$ cat src/rtl/cmp_streak_monitor.sv
// -----------------------------------------------------------------------------
// cmp_streak_monitor
//
// Consumes one 2-bit comparator result (a_gt_b / a_eq_b / a_lt_b) per
// valid/ready handshake. It keeps a saturating counter per outcome and runs an
// equality-streak FSM. The FSM pulses match_pulse once STREAK_LEN consecutive
// accepted 'eq' results have been seen, then inserts a single-cycle bubble
// (HOLD, in_ready=0).
//
// Optional feature macro: CMP_ONEHOT_CHECK_EN
//   defined   : a result must be exactly one-hot. Anything else is malformed.
//               A malformed result counts nothing, breaks the streak and sets
//               the sticky err flag.
//   undefined : flags are priority-decoded eq > gt > lt. An all-zero result
//               counts nothing and breaks the streak. err is tied to 0.
//
// Parameters:
//   CNT_W       width of each outcome counter (default 8)
//   STREAK_LEN  consecutive eq results needed for a match, 1..255 (default 4)
//
// Ports:
//   clk          rising-edge clock
//   rst          synchronous active-high reset (highest priority)
//   in_valid     a comparator result is presented
//   in_ready     block can accept a result (low only in HOLD)
//   a_gt_b       comparator flag: greater than
//   a_eq_b       comparator flag: equal
//   a_lt_b       comparator flag: less than
//   clr          synchronous clear of counters, streak and err
//   gt_cnt       accepted gt results, saturating
//   eq_cnt       accepted eq results, saturating
//   lt_cnt       accepted lt results, saturating
//   streak       current consecutive-eq count
//   match_pulse  one-cycle pulse when the streak reaches STREAK_LEN
//   err          sticky malformed-result flag
// -----------------------------------------------------------------------------
module cmp_streak_monitor #(
    parameter int unsigned CNT_W      = 8,
    parameter int unsigned STREAK_LEN = 4
) (
    input  logic             clk,
    input  logic             rst,
    input  logic             in_valid,
    output logic             in_ready,
    input  logic             a_gt_b,
    input  logic             a_eq_b,
    input  logic             a_lt_b,
    input  logic             clr,
    output logic [CNT_W-1:0] gt_cnt,
    output logic [CNT_W-1:0] eq_cnt,
    output logic [CNT_W-1:0] lt_cnt,
    output logic [7:0]       streak,
    output logic             match_pulse,
    output logic             err
);

    typedef enum logic [1:0] {
        IDLE  = 2'd0,
        COUNT = 2'd1,
        HOLD  = 2'd2
    } state_t;

    localparam logic [7:0]       STREAK_TGT = 8'(STREAK_LEN);
    localparam logic [CNT_W-1:0] CNT_ONE    = CNT_W'(1);
    localparam logic [CNT_W-1:0] CNT_MAX    = '1;

    state_t     state;
    logic       xfer;
    logic       is_gt;
    logic       is_eq;
    logic       is_lt;
    logic       is_bad;
    logic [7:0] streak_inc;

    // Ready is a pure function of state: only the post-match bubble stalls.
    assign in_ready   = (state != HOLD);
    assign xfer       = in_valid && in_ready;
    assign streak_inc = streak + 8'd1;

    // -------------------------------------------------------------------------
    // Result decode
    // -------------------------------------------------------------------------
`ifdef CMP_ONEHOT_CHECK_EN
    always_comb begin
        is_gt  = 1'b0;
        is_eq  = 1'b0;
        is_lt  = 1'b0;
        is_bad = 1'b1;
        case ({a_gt_b, a_eq_b, a_lt_b})
            3'b100: begin is_gt = 1'b1; is_bad = 1'b0; end
            3'b010: begin is_eq = 1'b1; is_bad = 1'b0; end
            3'b001: begin is_lt = 1'b1; is_bad = 1'b0; end
            default: is_bad = 1'b1;
        endcase
    end
`else
    always_comb begin
        is_eq  = a_eq_b;
        is_gt  = !a_eq_b && a_gt_b;
        is_lt  = !a_eq_b && !a_gt_b && a_lt_b;
        is_bad = 1'b0;
    end

    assign err = 1'b0;
`endif

    // -------------------------------------------------------------------------
    // Counters and streak FSM
    // -------------------------------------------------------------------------
    // rst and clr have identical effect on every register. A transfer that
    // coincides with clr still completes its handshake (in_ready is
    // unaffected) but is discarded here.
    always_ff @(posedge clk) begin
        if (rst || clr) begin
            state       <= IDLE;
            streak      <= '0;
            gt_cnt      <= '0;
            eq_cnt      <= '0;
            lt_cnt      <= '0;
            match_pulse <= 1'b0;
`ifdef CMP_ONEHOT_CHECK_EN
            err         <= 1'b0;
`endif
        end else begin
            match_pulse <= 1'b0;
            case (state)
                IDLE, COUNT: begin
                    if (xfer) begin
                        if (is_eq) begin
                            if (eq_cnt != CNT_MAX) begin
                                eq_cnt <= eq_cnt + CNT_ONE;
                            end
                            // IDLE holds streak=0, so one increment path covers
                            // both the first eq and later ones, including
                            // STREAK_LEN==1.
                            streak <= streak_inc;
                            if (streak_inc == STREAK_TGT) begin
                                state       <= HOLD;
                                match_pulse <= 1'b1;
                            end else begin
                                state <= COUNT;
                            end
                        end else begin
                            if (is_gt && (gt_cnt != CNT_MAX)) begin
                                gt_cnt <= gt_cnt + CNT_ONE;
                            end
                            if (is_lt && (lt_cnt != CNT_MAX)) begin
                                lt_cnt <= lt_cnt + CNT_ONE;
                            end
`ifdef CMP_ONEHOT_CHECK_EN
                            if (is_bad) begin
                                err <= 1'b1;
                            end
`endif
                            streak <= '0;
                            state  <= IDLE;
                        end
                    end
                end
                HOLD: begin
                    streak <= '0;
                    state  <= IDLE;
                end
                default: begin
                    streak <= '0;
                    state  <= IDLE;
                end
            endcase
        end
    end

endmodule

$ cat config.mk
export PLATFORM = sky130hd
export DESIGN_NAME = cmp_streak_monitor
export DESIGN_NICKNAME = d
export VERILOG_FILES = /design/src/rtl/cmp_streak_monitor.sv
export SDC_FILE = /design/constraint.sdc
export NUM_CORES = 1
export LEC_CHECK = 0
export ABC_AREA = 1
export BUFFER_PORTS_ARGS = -buffer_cell sky130_fd_sc_hd__buf_2
export CAP_MARGIN = 20
export CORE_UTILIZATION = 48
export DETAILED_ROUTE_END_ITERATION = 7
export GPL_ROUTABILITY_DRIVEN = 0
export PLACE_DENSITY = 0.72
export RECOVER_POWER = 25
export SLEW_MARGIN = 40
export SYNTH_ARGS = -nofsm -noshare
export SYNTH_HDL_FRONTEND = slang
export SYNTH_SLANG_ARGS = --single-unit
$ cat constraint.sdc
create_clock -name clk -period 2.9 [get_ports clk]
set_input_delay 0.145 -clock clk [delete_from_list [all_inputs] [get_ports clk]]
set_output_delay 0.145 -clock clk [all_outputs]
set_load 0.03 [all_outputs]
== Yosys cells after proc, flatten, opt, wreduce, memory -nomap -nowiden ==
Cells that the tools add are included.
Storage, ports and cells
  register bits: 35
  input port bits: 7
  word-level logic and storage cells: 39
Cells by class
  add/sub/neg operators: 4
  eq/ne operators: 6
  multiplexer cells: 4
  bitwise gates (word level): 3
  reductions and logical operators: 16
Operators by type and width (number)
  $add A8 B1 Y8 const B: 4
  $ne A8 B8 Y1 const B: 3
  $reduce_and A4 Y1: 3
  $eq A8 B3 Y1 const B: 1
  $mux W8: 1
  $logic_and A1 B1 Y1: 6
  $mux W2: 2
  $reduce_or A2 Y1: 2
  $reduce_or A4 Y1: 1
  $not A1 Y1: 3
  $eq A2 B1 Y1 const B: 1
  $logic_not A1 Y1: 2
  $logic_not A2 Y1: 1
  $ne A2 B2 Y1 const B: 1
  $logic_or A1 B1 Y1: 1
  $mux W1: 1

== Longest topological paths before layout ==
  depth after elaboration: 5
  depth in mapped cells: 10
  gate-level depth less buffers: 10

== Worst setup path before layout ==
OpenSTA, ideal clock, no wires.
  kind: flip-flop to flip-flop
  from: register eq_cnt[0]
  to: register eq_cnt[7]
  library setup time: 0.067 ns
  arrival time: 1.482 ns
  data required time: 2.833 ns
  setup slack: 1.350 ns
  cell stages (with the launch flop): 10
  path buffers: 0
  period minus slack after synthesis: 1.550 ns
  cells stage by stage: dfxtp_1 -> ha_1 -> nand2_1 -> nor2_2 -> nand2_2 -> nor2_4 -> inv_2 -> nand2_4 -> nand2_2 -> a21oi_2
On the way
  longest elaborated chain between the ends: 2
  elaborated cells between the ends (all ways): 3
  those cells by class: add/sub (1); eq/ne (1); reduce/logical (1)
RTL lines
  from (decl): line 50  | output logic [CNT_W-1:0] eq_cnt,
  from (signal assigned): line 131  | eq_cnt <= eq_cnt + CNT_ONE;
  branches (longest 2 deep; another with $add A8 B1 Y8)
Parallel ways; which one is timed is not known.
A chain may end at the register's enable or synchronous reset.

== Final worst setup path ==
  from: register eq_cnt[0]
  to: register eq_cnt[2]
The elaborated chain is that of the path after synthesis.

==> flow_summary.ini <==
[run_status]
outcome = finished clean

[power_and_ir_drop]
ir_worst_vdd_mv = 0.288
p_switching_w = 0.000216
p_int_w = 0.000714
netSwitchingFraction_pct = 23.2
p_leak_nw = 0.955
combPwrFrac_pct = 5.6
pwr-share-clk_pct = 42.1
power_frac_seq_pct = 52.4
power_density_nw_per_um2 = 413

[cts]
clkSlewWorstSetupHoldPaths_ns = 0.07
htreeDepth = 2
cts_root_buf = clkbuf_8
post_cts_buffers = 0
cts.repair.resized = 0
numCtsBuffers = 5
holdBufCountCts = 0
clock-sinks = 35
clk-insertion-delay-late_ns = 0.28
cts_tree = built
cts_buffer_depth = 2

[critical_path]
critPathRequiredTime_ns = 3.13
arrival_ns = 1.71
worstSetupStartpointType = register
cp_max_fo = 8
slowest_stage = dfxtp_1
path_cells = ha_1, nand2_1, nor2_2, nand2_2, nor2_4, inv_2, nand2_4, o21ai_0, nor2_1
critical_path_class = register to register
critPathCaptureType = register
slowest_delay_ns = 0.41

[synthesis]
synth_area_per_cell_um2 = 6.94
ys.warnings.count = 0
synthXorXnorAreaFrac_pct = 5.44
synth_cell_type_count = 30
synth_top_family_by_area = simple AND/OR/NAND/NOR gates
postSynthCellCount = 278
syn_nets = 290
yosys_register_bits = 35
synth-simple-area-share_pct = 38.2
muxShareOfSynthArea_pct = 0
ys_seq_area_share_pct = 36.3
synth_adder_area_share_pct = 3.24
syn_area_um2 = 1930
synth_compound_area_share_pct = 9.33

[timing]
finalHoldViolCount = 0
timing.hold.ws_ns = 0.197
setup_tns_ns = 0
slew_headroom_pct = 56.2
slew_violations = 0
period_share_pct = 51.2
finalCriticalPeriod_ns = 1.49
setup_viol = 0
worst_pin_slew_ns = 0.654
clock.fmax_mhz = 673
rsz0062_at_grt = false
fin_skew_ns = 0.00498

[drt]
via_per_inst = 4.92
vias = 1826
drt_iter0_drc = 91
wl_um = 3970
dr.pass1.iters = 4
post_drt_wl_per_cell_um = 10.7
ant_nets = 0
drc = 0

[global_route]
grt_antenna_before_repair = 0
grtUsageTotal_pct = 20.7
first_global_vias = 1608
grt_pass1_wl_um = 6840
grt_overflow = 0
grt_max_degree = 15

[floorplanning]
ios = 42
dieArea_um2 = 4280
core_um2 = 3770
start_util_pct = 51.2
die_x_um = 65.4
rows = 22
die_h_um = 65.4

[final_layout]
drive_gt1_share_pct = 19.2
layout_commonest_cell = nand2_1
nNetsFinal = 334
antennaDiodeCount = 0
fill_cells = 372
final_cell_mix = nand2_1, dfxtp_1, nor2_1
area_growth_pct = 16.7

[hold_path]
hold_class = input port to register

[place]
port_buffers = 40
hpwlAfterDp_um = 2830

[run]
cap_viol_max_count = 0
==> sequential cells by signal (all words and copies together) (netlist names) <==
register / flops
state: 2
gt_cnt: 8
match_pulse: 1
streak: 8
eq_cnt: 8
lt_cnt: 8
==> cells in the mapped netlist, drive strengths merged <==
| cell | n | area [um^2] |
|---|---|---|
| nand2 | 88 | 375 |
| nor2 | 40 | 178 |
| dfxtp | 35 | 701 |
| inv | 32 | 125 |
| nand3 | 23 | 145 |
| a21oi | 22 | 114 |
| o21ai | 8 | 40.0 |
| xnor2 | 6 | 52.6 |
| xor2 | 6 | 52.6 |
| ha | 5 | 62.6 |
| nand4 | 3 | 18.8 |
| buf | 2 | 12.5 |
| o21bai | 2 | 18.8 |
| a22oi | 1 | 7.51 |
| clkbuf | 1 | 3.75 |
| conb | 1 | 3.75 |
| nand3b | 1 | 7.51 |
| nor3 | 1 | 5.00 |
| nor3b | 1 | 7.51 |
==> power groups by stage <==
| stage | sequential [W] | combinational (W) | clock, W |
|---|---|---|---|
| after floorplan | 0.000502 | 0.0000334 | 0 |
| after global placement | 0.000498 | 0.0000521 | 0 |
| after detailed placement | 0.000498 | 0.0000527 | 0 |
| after CTS | 0.000487 | 0.0000528 | 0.000399 |
| after global routing | 0.000487 | 0.0000589 | 0.000424 |
| final | 0.000487 | 0.0000517 | 0.000391 |
==> path summary, 6_finish.rpt <==
path,depth (start not counted),to,startpoint,slack [ns]
max,9,eq_cnt[2]$_SDFFE_PP0P_,eq_cnt[0]$_SDFFE_PP0P_,1.41
min,3,streak[0]$_SDFFE_PP0N_,a_eq_b,0.20
max reg2reg,9,eq_cnt[2]$_SDFFE_PP0P_,eq_cnt[0]$_SDFFE_PP0P_,1.41
min reg2reg,2,state[0]$_SDFFE_PP0N_,state[0]$_SDFFE_PP0N_,0.48
==> area by class of cell <==
class                   count  area [um^2]  share of cell area, %
clock buffers               8          100                   4.44
inverters                  32          125                   5.55
multi-input cells         208         1090                   48.3
flip-flops and latches     35          701                   31.1
well taps                  48         60.1                   2.67
repair buffers             40          179                   7.94
==> worst max-delay path, delay by kind of cell (launching register included) <==
family                   cells  cell delay (ns)
flip-flops                   1             0.41
adder cells (fa/ha/maj)      1             0.24
AO/OA/AOI/OAI                1             0.08
AND/OR/NAND/NOR              6             0.65
buffers and inverters        1             0.06
==> metrics by stage <==
step                      total power, W  setup slack, ns  cell area [um^2]  util (%)  cells
after detailed placement        0.000551             1.32              2170      57.7    363
after CTS                       0.000939             1.41              2270      60.3    371
after global routing            0.000970             1.22              2250      59.8    371
final                           0.000930             1.41              2250      59.8    371
after floorplan                 0.000536             1.35              1930         -    278
after global placement          0.000550             1.32              2170      57.7    363
==> per-layer routing <==
| metal | part of all wire, % | global-route usage [%] | up-vias |
|---|---|---|---|
| met5 | 0 | 0 | - |
| met4 | 1.3 | 7.34 | 0 |
| met3 | 3.7 | 4.69 | 6 |
| met2 | 45 | 35.3 | 35 |
| met1 | 50 | 25.3 | 815 |
| li1 | - | - | 970 |
==> logic make-up (layout without fill, tap and decap cells) <==
family | after synthesis | count (layout)
fa+ha+maj | 5 | 5
buf+inv | 35 | 80
flops | 35 | 35
xor+xnor | 12 | 12
compound gates | 33 | 33
simple gates | 157 | 157
other cells | 1 | 1
Power figures use the tool's default switching activity.
